===== src/rtl/caliptra_prim_onehot_pkg.sv =====
`default_nettype none
// ============================================================================
// Module  : caliptra_prim_onehot_pkg
// Brief   : Shared cause encoding for the onehot checkers.
// Revision: 1.0 - initial release
// ============================================================================
package caliptra_prim_onehot_pkg;

    // Cause bit order {addr, enable, oh0}
    typedef struct packed {
        logic addr;
        logic enable;
        logic oh0;
    } cause_t;

    localparam int unsigned c_cause_oh0    = 0;
    localparam int unsigned c_cause_enable = 1;
    localparam int unsigned c_cause_addr   = 2;
    localparam int unsigned c_cause_w      = 3;

endpackage
`default_nettype wire


===== src/rtl/caliptra_prim_onehot_check_core.sv =====
`default_nettype none
// ============================================================================
// Module  : caliptra_prim_onehot_check_core
// Brief   : Combinational single-channel onehot/address/enable tree checker.
// Revision: 1.0 - initial release
// ============================================================================
module caliptra_prim_onehot_check_core
    import caliptra_prim_onehot_pkg::*;
#(
    parameter int unsigned ADDR_WIDTH   = 5,
    parameter int unsigned ONEHOT_WIDTH = 2**ADDR_WIDTH,
    parameter bit          ADDR_CHECK   = 1'b1,
    parameter bit          ENABLE_CHECK = 1'b1,
    parameter bit          STRICT_CHECK = 1'b1
) (
    input  logic [ONEHOT_WIDTH-1:0] i_oh,
    input  logic [ADDR_WIDTH-1:0]   i_addr,
    input  logic                    i_en,
    output cause_t                  o_cause
);

    localparam int unsigned c_leaves = 2**ADDR_WIDTH;

    logic [c_leaves-1:0] w_pad;
    logic [c_leaves-1:0] w_or;
    logic [c_leaves-1:0] w_sel;
    logic [c_leaves-1:0] w_err;

    // Reduce pairs level by level in place; level l steers the select tree with addr[l].
    always_comb begin
        w_pad = '0;
        w_pad[ONEHOT_WIDTH-1:0] = i_oh;
        w_or  = w_pad;
        w_sel = w_pad;
        w_err = '0;
        for (int l = 0; l < int'(ADDR_WIDTH); l++) begin
            for (int j = 0; j < int'(c_leaves >> 1); j++) begin
                w_err[j] = (w_or[2*j] & w_or[2*j+1]) | w_err[2*j] | w_err[2*j+1];
                w_sel[j] = i_addr[l] ? w_sel[2*j+1] : w_sel[2*j];
                w_or[j]  = w_or[2*j] | w_or[2*j+1];
            end
        end
    end

    always_comb begin
        o_cause     = '0;
        o_cause.oh0 = w_err[0];
        if (ENABLE_CHECK) begin
            o_cause.enable = STRICT_CHECK ? (w_or[0] ^ i_en) : (~i_en & w_or[0]);
        end
        if (ADDR_CHECK) begin
            o_cause.addr = w_or[0] ^ w_sel[0];
        end
    end

endmodule
`default_nettype wire


===== src/rtl/caliptra_prim_onehot_check_mc.sv =====
`default_nettype none
// ============================================================================
// Module  : caliptra_prim_onehot_check_mc
// Brief   : Multi-channel registered onehot checker with sticky errors,
//           first-error capture and a saturating error-cycle counter.
// Revision: 1.0 - initial release
// ============================================================================
module caliptra_prim_onehot_check_mc
    import caliptra_prim_onehot_pkg::*;
#(
    parameter int unsigned NUM_CHAN     = 4,
    parameter int unsigned ADDR_WIDTH   = 5,
    parameter int unsigned ONEHOT_WIDTH = 2**ADDR_WIDTH,
    parameter bit          ADDR_CHECK   = 1'b1,
    parameter bit          ENABLE_CHECK = 1'b1,
    parameter bit          STRICT_CHECK = 1'b1,
    parameter int unsigned PIPE_STAGES  = 0,
    parameter int unsigned CNT_WIDTH    = 8,
    localparam int unsigned FIRST_W     = (NUM_CHAN > 1) ? $clog2(NUM_CHAN) : 1
) (
    input  logic                             clk_i,
    input  logic                             rst_ni,
    input  logic [NUM_CHAN-1:0]              valid_i,
    input  logic [NUM_CHAN*ONEHOT_WIDTH-1:0] oh_i,
    input  logic [NUM_CHAN*ADDR_WIDTH-1:0]   addr_i,
    input  logic [NUM_CHAN-1:0]              en_i,
    input  logic                             clr_i,
    output logic                             err_o,
    output logic [NUM_CHAN-1:0]              err_chan_o,
    output logic                             first_vld_o,
    output logic [FIRST_W-1:0]               first_chan_o,
    output logic [2:0]                       first_cause_o,
    output logic [CNT_WIDTH-1:0]             err_cnt_o
);

    localparam logic [CNT_WIDTH-1:0] c_cnt_max = {CNT_WIDTH{1'b1}};

    if (ADDR_CHECK && !ENABLE_CHECK) begin : g_bad_addr_check
        $error("ADDR_CHECK requires ENABLE_CHECK");
    end
    if (PIPE_STAGES > 1) begin : g_bad_pipe
        $error("PIPE_STAGES must be 0 or 1");
    end
    if (ONEHOT_WIDTH > 2**ADDR_WIDTH) begin : g_bad_width
        $error("ONEHOT_WIDTH must not exceed 2**ADDR_WIDTH");
    end

    cause_t [NUM_CHAN-1:0]          w_cause_raw;
    logic   [NUM_CHAN-1:0][2:0]     w_cause_vld;
    logic   [NUM_CHAN-1:0][2:0]     w_cause;
    logic   [NUM_CHAN-1:0]          w_hit;
    logic                           w_any_hit;
    logic   [FIRST_W-1:0]           w_first_idx;
    logic   [2:0]                   w_first_cause;
    logic   [NUM_CHAN-1:0]          w_err_chan_d;

    logic   [NUM_CHAN-1:0]          r_err_chan;
    logic                           r_err;
    logic                           r_first_vld;
    logic   [FIRST_W-1:0]           r_first_chan;
    logic   [2:0]                   r_first_cause;
    logic   [CNT_WIDTH-1:0]         r_err_cnt;

    for (genvar c = 0; c < NUM_CHAN; c++) begin : g_chan
        caliptra_prim_onehot_check_core #(
            .ADDR_WIDTH   (ADDR_WIDTH),
            .ONEHOT_WIDTH (ONEHOT_WIDTH),
            .ADDR_CHECK   (ADDR_CHECK),
            .ENABLE_CHECK (ENABLE_CHECK),
            .STRICT_CHECK (STRICT_CHECK)
        ) u_core (
            .i_oh    (oh_i[c*ONEHOT_WIDTH +: ONEHOT_WIDTH]),
            .i_addr  (addr_i[c*ADDR_WIDTH +: ADDR_WIDTH]),
            .i_en    (en_i[c]),
            .o_cause (w_cause_raw[c])
        );

        assign w_cause_vld[c] = w_cause_raw[c] & {3{valid_i[c]}};

        if (PIPE_STAGES == 0) begin : g_chk_direct
            a_raw_to_sticky: assert property (@(posedge clk_i) disable iff (!rst_ni)
                w_cause_vld[c] != 3'b000 |=> r_err_chan[c]);
        end
    end

    if (PIPE_STAGES == 1) begin : g_pipe
        logic [NUM_CHAN-1:0][2:0] r_cause_pipe;

        always_ff @(posedge clk_i or negedge rst_ni) begin
            if (!rst_ni) begin
                r_cause_pipe <= '0;
            end else begin
                r_cause_pipe <= w_cause_vld;
            end
        end

        assign w_cause = r_cause_pipe;

        for (genvar c = 0; c < NUM_CHAN; c++) begin : g_chk_pipe
            a_raw_to_pipe: assert property (@(posedge clk_i) disable iff (!rst_ni)
                w_cause_vld[c] != 3'b000 |=> r_cause_pipe[c] != 3'b000);
            a_pipe_to_sticky: assert property (@(posedge clk_i) disable iff (!rst_ni)
                r_cause_pipe[c] != 3'b000 |=> r_err_chan[c]);
        end
    end else begin : g_no_pipe
        assign w_cause = w_cause_vld;
    end

    // Descending scan leaves the lowest hitting channel as the winner.
    always_comb begin
        w_hit         = '0;
        w_first_idx   = '0;
        w_first_cause = '0;
        for (int c = int'(NUM_CHAN) - 1; c >= 0; c--) begin
            w_hit[c] = |w_cause[c];
            if (w_hit[c]) begin
                w_first_idx   = FIRST_W'(c);
                w_first_cause = w_cause[c];
            end
        end
    end

    assign w_any_hit    = |w_hit;
    assign w_err_chan_d = (r_err_chan & ~{NUM_CHAN{clr_i}}) | w_hit;

    always_ff @(posedge clk_i or negedge rst_ni) begin
        if (!rst_ni) begin
            r_err_chan    <= '0;
            r_err         <= 1'b0;
            r_first_vld   <= 1'b0;
            r_first_chan  <= '0;
            r_first_cause <= '0;
            r_err_cnt     <= '0;
        end else begin
            r_err_chan <= w_err_chan_d;
            r_err      <= |w_err_chan_d;

            if ((!r_first_vld || clr_i) && w_any_hit) begin
                r_first_vld   <= 1'b1;
                r_first_chan  <= w_first_idx;
                r_first_cause <= w_first_cause;
            end else if (clr_i) begin
                r_first_vld   <= 1'b0;
                r_first_chan  <= '0;
                r_first_cause <= '0;
            end

            if (clr_i) begin
                r_err_cnt <= w_any_hit ? CNT_WIDTH'(1) : '0;
            end else if (w_any_hit && r_err_cnt != c_cnt_max) begin
                r_err_cnt <= r_err_cnt + CNT_WIDTH'(1);
            end
        end
    end

    a_sticky_hold: assert property (@(posedge clk_i) disable iff (!rst_ni)
        !clr_i |=> (r_err_chan & $past(r_err_chan)) == $past(r_err_chan));

    a_cnt_no_wrap: assert property (@(posedge clk_i) disable iff (!rst_ni)
        (r_err_cnt == c_cnt_max && !clr_i) |=> r_err_cnt == c_cnt_max);

    assign err_o         = r_err;
    assign err_chan_o    = r_err_chan;
    assign first_vld_o   = r_first_vld;
    assign first_chan_o  = r_first_chan;
    assign first_cause_o = r_first_cause;
    assign err_cnt_o     = r_err_cnt;

endmodule
`default_nettype wire


===== config.mk =====
export PLATFORM = sky130hd
export DESIGN_NAME = caliptra_prim_onehot_check_mc
export DESIGN_NICKNAME = d
export VERILOG_FILES = /design/src/rtl/caliptra_prim_onehot_pkg.sv /design/src/rtl/caliptra_prim_onehot_check_core.sv /design/src/rtl/caliptra_prim_onehot_check_mc.sv
export SDC_FILE = /design/constraint.sdc
export NUM_CORES = 1
export LEC_CHECK = 0
export ABC_CLOCK_PERIOD_IN_PS = 3100
export BUFFER_PORTS_ARGS = -buffer_cell sky130_fd_sc_hd__buf_2
export CAP_MARGIN = 20
export CORE_AREA = 4 4 89 91
export CTS_BUF_LIST = sky130_fd_sc_hd__clkbuf_8
export DETAILED_ROUTE_END_ITERATION = 12
export DIE_AREA = 0 0 93 95
export GPL_TIMING_DRIVEN = 0
export HOLD_SLACK_MARGIN = 0.15
export PLACE_DENSITY = 0.95
export SLEW_MARGIN = 40
export SYNTH_ARGS = -nofsm -noshare
export SYNTH_HDL_FRONTEND = slang
export SYNTH_SLANG_ARGS = --single-unit

===== constraint.sdc =====
create_clock -name clk_i -period 3.1 [get_ports clk_i]
set_input_delay 0.155 -clock clk_i [delete_from_list [all_inputs] [get_ports clk_i]]
set_output_delay 0.155 -clock clk_i [all_outputs]
set_load 0.02 [all_outputs]

==> impl_metrics.tcl, run 1 <==
set metrics [dict create \
    grt_max_degree 20 \
    tritoncts "done" \
    post-place-cells 742 \
    synth-seq-cells 19 \
    max_slew_margin_pct 53.3 \
    period_minus_slack_ns 2.73 \
    cp.arrival_ns 2.88 \
    wirelength_um 13300 \
    netlist_area_sq_um 3640 \
    synthAdderAreaFrac_pct 0.344 \
    rsz0062_at_grt "false" \
    clock-sinks 19 \
    max_freq_mhz 366 \
    syn_area_per_cell_sq_um 7.75 \
    synth_area_leaders "mux2i_1 18%, dfrtp_1 13%, a22oi_1 7.8%, o22ai_1 7.2%, nor4_1 5.3%" \
    maxCapViolations 0 \
    muxShareOfSynthArea_pct 20.0 \
    cp-start-kind "input pin" \
    switching_share_pct 40.7 \
    yosys_warnings 0 \
    setup_tns_ns 0 \
    setup_viol 0 \
    outcome "complete, no violations" \
    drtPass1Iterations 9 \
    clock_path_buffers 2 \
    pwr-share-comb_pct 55.4 \
    antenna_found_initial 0 \
    ir_drop_mv 0.150 \
    syn_inst 470 \
    overflow 0 \
    hold_buffers 1 \
    synth_top_area_share_pct 17.9 \
    nFillCells 618 \
    synth_compound_area_share_pct 32.8 \
    seqPwrFrac_pct 28.0 \
    crit_type "in -> reg" \
    fin_nets 809 \
    clk_latency_ns 0.26 \
    cts_setup_buffers 0 \
    tightest_slew_ns 0.694 \
    fin_crit_sh_pct 88.1 \
    end_kind "flop" \
    synth_top_area_cell "mux2i_1" \
    pre_cts_slack_ns 0.198 \
    area_growth_pct 28.7 \
    synth.distinct_cells 61 \
    drive_above_1_share_pct 31.9 \
    design_area_sq_um 4690 \
    fin_skew_ns 0.00740 \
    worstPathRequired_ns 3.24 \
    setup_slack_ns 0.370 \
    power_density_nw_per_um2 213 \
    die_w_um 93 \
    synth_simple_gate_area_share_pct 30.3 \
    leakagePower_nw 2.07 \
    power_uw 998 \
    numCtsBuffers 3 \
    drt_iter0_drc 346 \
    crit_fanout 10 \
    num_vias 4927 \
    hpwl_um 11200 \
    viasPerCell 6.60 \
    p_int_uw 592 \
    clockRootBuffer "clkbuf_8" \
    worstHoldPathType "in -> reg" \
    initial_core_util_pct 51.0 \
    die_area_sq_um 8840 \
    yosysSeqAreaShare_pct 13.1 \
    synth_top_family_by_area "compound AO/OA/AOI/OAI gates" \
    drc 0 \
    cts_resized 0 \
    hold-worst-slack_ns 0.318 \
    groute.usage.overall_pct 28.5 \
    wire_per_inst_um 17.8 \
    hold_viol_final 0 \
    clock_power_share_pct 16.6 \
    ys.flop_type "dfrtp_1" \
    synth_edf_count 0 \
    coreArea_sq_um 7140 \
    final_util_pct 65.7 \
    place_congestion 1.00 \
    htree_levels 1 \
    synth-xor-area-share_pct 0.240 \
    synth_nets 630 \
    drtAntennaViolNets 0 \
    drv_slew 0 \
    async_reset_ff_share_pct 100 \
    row_count 31 \
    die_h_um 95 \
    grt_pass1_vias 4689 \
    path_clk_slew_ns 0.07 \
    placed_area_sq_um 4630 \
    grt_pass1_wl_um 21100 \
    io_pins 178 \
    diodes 0 \
    power_switching_uw 406 \
    io_buffers 173 \
    final_cells 747 \
]
placed cells by master (no fill, tap or decap), drive strengths merged, types with 2 or more instances in the layout:
cell type | synthesis | final
a31oi | 4 | 4
nand4 | 19 | 19
and4 | 7 | 7
a2111oi | 2 | 2
o31ai | 2 | 2
a221oi | 8 | 8
nor3 | 2 | 2
o2bb2ai | 2 | 2
nand3 | 17 | 17
mux2 | 5 | 5
nand2 | 47 | 47
inv | 7 | 8
a22o | 10 | 10
nor2 | 21 | 21
buf | 10 | 183
and2 | 6 | 6
a211oi | 5 | 5
nand3b | 2 | 2
a22oi | 39 | 39
or2 | 5 | 5
a311oi | 2 | 2
mux2i | 66 | 66
o21ai | 11 | 11
dfrtp | 19 | 19
nand2b | 9 | 9
nor2b | 14 | 14
clkbuf | 2 | 5
o32ai | 4 | 4
o22ai | 42 | 42
nor4 | 38 | 38
and3 | 4 | 4
and4b | 2 | 2
a21oi | 15 | 15
a21o | 4 | 4
o21a | 7 | 7
cell type report:
class	instances	area [sq um]	area share (%)
Multi-Input combinational cell	432	3050	65.1
Timing Repair Buffer	174	876	18.7
Sequential cell	19	475	10.1
Tap cell	99	124	2.64
Buffer	12	90.1	1.92
Clock buffer	3	41.3	0.881
Inverter	7	26.3	0.561
Clock inverter	1	3.75	0.0801
cells in the mapped netlist (all sizes together), types with 8 or more instances:
library cell	instances
a21oi	15
a221oi	8
a22o	10
a22oi	39
buf	10
dfrtp	19
mux2i	66
nand2	47
nand2b	9
nand3	17
nand4	19
nor2	21
nor2b	14
nor4	38
o21ai	11
o22ai	42
state kept, by name, indices dropped and copies added, names as in the netlist:
name,count
err_cnt_o,8
first_chan_o,2
first_vld_o,1
err_chan_o,4
err_o,1
first_cause_o,3
cell families (layout without fill, tap and decap cells):
| logic type | Yosys count | count (layout) |
|---|---|---|
| XOR/XNOR | 1 | 1 |
| AO/OA/AOI/OAI | 164 | 164 |
| adder cells (fa/ha/maj) | 1 | 1 |
| AND/OR/NAND/NOR | 195 | 195 |
| buffers and inverters | 19 | 197 |
| flip-flops | 19 | 19 |
| multiplexers | 71 | 71 |
path summary, 6_finish.rpt:
| check | slack (ns) | end | depth (start not counted) | start |
|---|---|---|---|---|
| min in group asynchronous | 0.36 | err_cnt_o[5] | 2 | rst_ni |
| setup / recovery | 0.37 | err_cnt_o[3] | 10 | oh_i[41] |
| hold / removal | 0.32 | err_cnt_o[3] | 3 | clr_i |
| setup reg to reg | 1.40 | err_cnt_o[2] | 6 | err_cnt_o[0] |
| hold reg to reg | 0.52 | err_chan_o[0] | 1 | err_chan_o[0] |
| max in group asynchronous | 2.42 | err_cnt_o[7] | 2 | rst_ni |
layer usage:
layer	share of wire (%)	GRT usage (%)	wire length, um
met1	39	34.4	5200
met2	49	53.4	6570
met3	9.7	3.59	1290
met4	2.1	6.47	279
met5	0	0	0
critical path: stages:
cell       delay (ns)
buf_2            0.12
nor4_1           0.63
a22oi_1          0.22
nor4_2           0.32
nand3b_1         0.13
a211oi_2         0.35
o2bb2ai_1        0.23
buf_6            0.19
o21ai_1          0.16
mux2_2           0.35
power groups by stage:
stage	combinational (mW)	clock, mW	sequential (mW)
floorplan	0.259	0	0.303
global placement	0.526	0	0.284
detailed placement	0.540	0	0.284
CTS	0.543	0.171	0.279
global route	0.597	0.183	0.281
finish	0.553	0.165	0.280
No activity file was read; power rests on OpenSTA's default activity.
==> run 2, diff against run 1 <==
- CTS_BUF_LIST: sky130_fd_sc_hd__clkbuf_8 -> default
- REMOVE_ABC_BUFFERS: default -> 1
==> run 2 against run 1 <==
  * Count of clock-buffer cells in the layout rose by 1
  * Sequential share of layout area rose by 0.13 points
  * Largest power group unchanged
  * Fmax rose by 2.6%
  * Clock skew fell by 0.0019 ns
  * Highest routed layer unchanged
  * Die area did not move
  * First-iteration DRC count fell by 14%
  * Via count fell by 1.1%
  * Routed wire length rose by 0.82%
==> impl_metrics.tcl, run 2 (synthesis results as in run 1) <==
set metrics [dict create \
    outcome "complete, no violations" \
    seqPwrFrac_pct 28.1 \
    multiInputGateArea_sq_um 3060 \
    drc 0 \
    p_int_uw 588 \
    design_area_sq_um 4630 \
    switching_share_pct 41.2 \
    io_buffers 177 \
    power_switching_uw 413 \
    numCtsBuffers 3 \
    fin_skew_ns 0.00550 \
    largest_reg_flops 8 \
    wirelength_um 13400 \
    setup_slack_ns 0.439 \
    setup_viol 0 \
    fin_crit_sh_pct 85.8 \
    rsz0062_at_grt "false" \
    num_vias 4874 \
    clk_latency_ns 0.26 \
    tritoncts "done" \
    path_clk_slew_ns 0.07 \
    overflow 0 \
    power_density_nw_per_um2 216 \
    cp-start-kind "input pin" \
    die_area_sq_um 8840 \
    hold-worst-slack_ns 0.289 \
    clock-sinks 19 \
    max_slew_margin_pct 58.2 \
    r2r_slack_ns 1.35 \
    holdPathStages 2 \
    end_kind "flop" \
    cp.arrival_ns 2.81 \
    cts_resized 0 \
    die_w_um 93 \
    min_to "first_cause_o[2]" \
    crit_fanout 12 \
    leakagePower_nw 2.04 \
    hpwl_um 11200 \
    hold_viol_final 0 \
    drv_slew 0 \
    maxCapViolations 0 \
    power_mw 1.00 \
    worstHoldPathType "in -> reg" \
    antenna_found_initial 0 \
    groute.usage.overall_pct 29.2 \
    drt_iter0_drc 298 \
    grt_max_degree 20 \
    ff2ff_path_depth 6 \
    setup_tns_ns 0 \
    placed_area_sq_um 4560 \
    ir_drop_mv 0.140 \
    die_h_um 95 \
    htree_levels 1 \
    io_pins 178 \
    pre_cts_slack_ns -0.0720 \
    area_growth_pct 27.1 \
    max_freq_mhz 376 \
    grt_pass1_vias 4681 \
    reg2reg_from "err_cnt_o[0]" \
    hold_start "clr_i" \
    worstPathRequired_ns 3.25 \
    row_count 31 \
    layout.cells.most_common "buf_2" \
    drtAntennaViolNets 0 \
    clock_power_share_pct 17.8 \
    coreArea_sq_um 7140 \
    regArea_sq_um 475 \
    fin_nets 801 \
    grt_pass1_wl_um 21500 \
    clockRootBuffer "clkbuf_8" \
    crit_type "in -> reg" \
    initial_core_util_pct 51.0 \
    r2r-end "err_cnt_o[2]" \
    viasPerCell 6.60 \
    period_minus_slack_ns 2.66 \
    tightest_slew_ns 0.621 \
    wire_per_inst_um 18.2 \
    clock_path_buffers 2 \
    place_congestion 0.946 \
    diodes 0 \
    nFillCells 667 \
    drtPass1Iterations 5 \
    layout_common_cells "177 x buf_2, 65 x mux2i_1, 47 x nand2_1" \
    pwr-share-comb_pct 54.1 \
    drive_above_1_share_pct 31.7 \
]
==> run 2: worst max-delay path by stage <==
stage,startpoint,endpoint,slack (ns),cells past startpoint
after CTS,addr_i[6],first_chan_o[0],0.18,9
after detailed placement,addr_i[6],first_cause_o[1],-0.07,9
final,oh_i[73],first_chan_o[0],0.44,9
after global placement,addr_i[6],first_cause_o[0],0.01,9
after floorplan,oh_i[77],first_cause_o[0],0.72,8
after global routing,oh_i[73],first_cause_o[1],0.17,9
==> run 2: what timing repair did <==
action / 4_1_cts / 5_1_grt
buffers inserted: 0 / 0
endpoints found under the setup margin: 0 / 0
hold endpoints to repair: 19 / 0
hold buffers: 1 / 0
==> run 2: power by group through the flow <==
stage / Combinational [mW] / Clock, mW / Sequential, mW
floorplan: 0.232 / 0 / 0.303
global placement: 0.513 / 0 / 0.284
detailed placement: 0.530 / 0 / 0.285
CTS: 0.532 / 0.182 / 0.280
global route: 0.592 / 0.195 / 0.282
finish: 0.542 / 0.178 / 0.281
==> run 2: area by class of cell <==
class | instances | area share, %
multi-input combinational | 432 | 66.2
timing repair buffer | 178 | 19.4
sequential | 19 | 10.3
tap | 99 | 2.68
clock buffer | 4 | 0.973
inverter | 7 | 0.568
==> run 2: metal layers <==
metal	part of all wire (%)	track usage, %	vias to the layer above	routed length, um
met2	50	53.3	284	6670
met4	3.3	11.0	0	440
li1	-	-	2300	-
met1	37	34.2	2246	5010
met3	9.8	4.62	44	1320
met5	0	0	-	0
==> run 2: per-stage QoR <==
step | cells | util [%]
detailed placement | 734 | 63.9
global route | 739 | 64.9
CTS | 739 | 64.7
floorplan | 458 | -
global placement | 734 | 63.9
finish | 739 | 64.9
==> run 2: worst max-delay path, stage by stage <==
cell and delay, ns:
buf_2 0.13, nor4_1 0.57, nand4_1 0.25, or2_1 0.34
nand3_1 0.12, a311oi_2 0.07, o22ai_2 0.52, o21ai_0 0.30
o32ai_1 0.36
==> run 3, diff against run 2 <==
- CORE_AREA: 4 4 89 91 -> 4 4 85 95
- DIE_AREA: 0 0 93 95 -> 0 0 89 99
==> run 3 against run 2 <==
  * Critical path depth is the same
  * Clock skew is 0.0021 ns higher
  * First-iteration DRC count increased by 13%
  * Clock power decreased by 2%
  * Worst setup slack worse by 0.12 ns
  * Die area is 0.27% lower
  * Hold slack better by 0.013 ns
==> impl_metrics.tcl, run 3 (synthesis results as in run 1) <==
set metrics [dict create \
    period_minus_slack_ns 2.78 \
    numCtsBuffers 3 \
    wl_met2_um 6630 \
    io_buffers 177 \
    layout_common_cells "177 x buf_2, 65 x mux2i_1, 47 x nand2_1" \
    place_congestion 1.03 \
    rsz0062_at_grt "false" \
    clock-sinks 19 \
    hold_buffers 1 \
    top_layer "met4" \
    grt_max_degree 20 \
    clockRootBuffer "clkbuf_8" \
    max_freq_mhz 360 \
    worstPathRequired_ns 3.24 \
    die_area_sq_um 8810 \
    wl_met3_um 1220 \
    power_density_nw_per_um2 217 \
    viasPerCell 6.86 \
    io_pins 178 \
    grt_pass1_vias 4654 \
    hold-worst-slack_ns 0.302 \
    initial_core_util_pct 52.0 \
    htree_levels 1 \
    grt_pass1_wl_um 20400 \
    clk_latency_ns 0.26 \
    tritoncts "done" \
    fin_skew_ns 0.00756 \
    drv_slew 0 \
    setup_tns_ns 0 \
    crit_type "in -> reg" \
    coreArea_sq_um 7010 \
    hold_viol_final 0 \
    drc 0 \
    drtPass1Iterations 6 \
    wire_per_inst_um 18.3 \
    end_kind "flop" \
    cp_slowest_cell "nor4_1" \
    nFillCells 613 \
    max_stage_delay_ns 0.63 \
    layout.cells.most_common "buf_2" \
    die_w_um 89 \
    antenna_found_initial 0 \
    overflow 0 \
    diodes 0 \
    drive_above_1_share_pct 31.7 \
    path_cells "buf_2, nor4_1, nand4_1, or2_1, nand3_1, a311oi_2, o22ai_2, o21ai_0, o32ai_1" \
    path_clk_slew_ns 0.06 \
    cp.arrival_ns 2.92 \
    cts_setup_buffers 0 \
    drt_iter0_drc 336 \
    outcome "complete, no violations" \
    crit_fanout 12 \
    tightest_slew_ns 0.686 \
    fin_crit_sh_pct 89.6 \
    ir_drop_mv 0.141 \
    worstHoldPathType "in -> reg" \
    groute.usage.overall_pct 27.6 \
    cp-start-kind "input pin" \
    wirelength_um 13300 \
    leakagePower_nw 2.04 \
    num_vias 4971 \
    fin_nets 801 \
    drtAntennaViolNets 0 \
    setup_viol 0 \
    clock_path_buffers 2 \
    area_growth_pct 26.6 \
    drt-met1-wl_um 4940 \
    maxCapViolations 0 \
    die_h_um 99 \
    hpwl_um 11100 \
    max_slew_margin_pct 53.8 \
    row_count 32 \
    cts_resized 0 \
    largest_reg_flops 8 \
]
-- run 3: cell counts in the layout (fill, tap and decap cells not counted) --
Identical to the previous run, type by type.
-- run 3: critical path, delay by kind of cell --
family / cells / cell delay (ns)
AND/OR/NAND/NOR: 4 / 1.37
AO/OA/AOI/OAI: 4 / 1.28
buffers and inverters: 1 / 0.13
-- run 3: power breakdown --
part,switching [mW],internal (mW)
Combinational,0.313,0.231
Clock,0.0823,0.0916
Sequential,0.0152,0.265
Total,0.411,0.588
-- run 3: metrics by stage --
stage	std cells	cell area [sq um]	setup slack [ns]	util, %	power [mW]
after floorplan	458	3550	0.717	-	0.535
after global placement	720	4540	-0.0257	64.9	0.794
after detailed placement	720	4540	-0.208	64.9	0.815
after CTS	725	4600	0.0561	65.6	0.991
after global routing	725	4610	0.0415	65.8	1.06
final	725	4610	0.324	65.8	0.999
-- run 3: final timing paths --
kind / startpoint / endpoint / slack (ns) / depth (start not counted)
worst max-delay path: oh_i[77] / first_cause_o[1] / 0.32 / 9
worst min-delay path: clr_i / first_cause_o[2] / 0.30 / 2
worst max register to register: err_cnt_o[0] / err_cnt_o[2] / 1.36 / 6
worst min register to register: err_chan_o[2] / err_chan_o[2] / 0.51 / 1
max in group asynchronous: rst_ni / err_cnt_o[0] / 2.45 / 2
min in group asynchronous: rst_ni / err_cnt_o[5] / 0.35 / 2
-- run 3: cell type report --
cell class,instances,area [sq um],share of cell area [%]
multi-input cells,432,3060,66.4
clock buffers,4,45.0,0.977
flip-flops and latches,19,475,10.3
inverters,7,26.3,0.570
repair buffers,178,896,19.4
well taps,85,106,2.31
-- run 3: layer usage --
layer / vias to the layer above / GRT usage (%)
met2: 338 / 51.1
met4: 0 / 9.85
met1: 2277 / 31.7
met5: - / 0
met3: 54 / 3.51
li1: 2302 / -
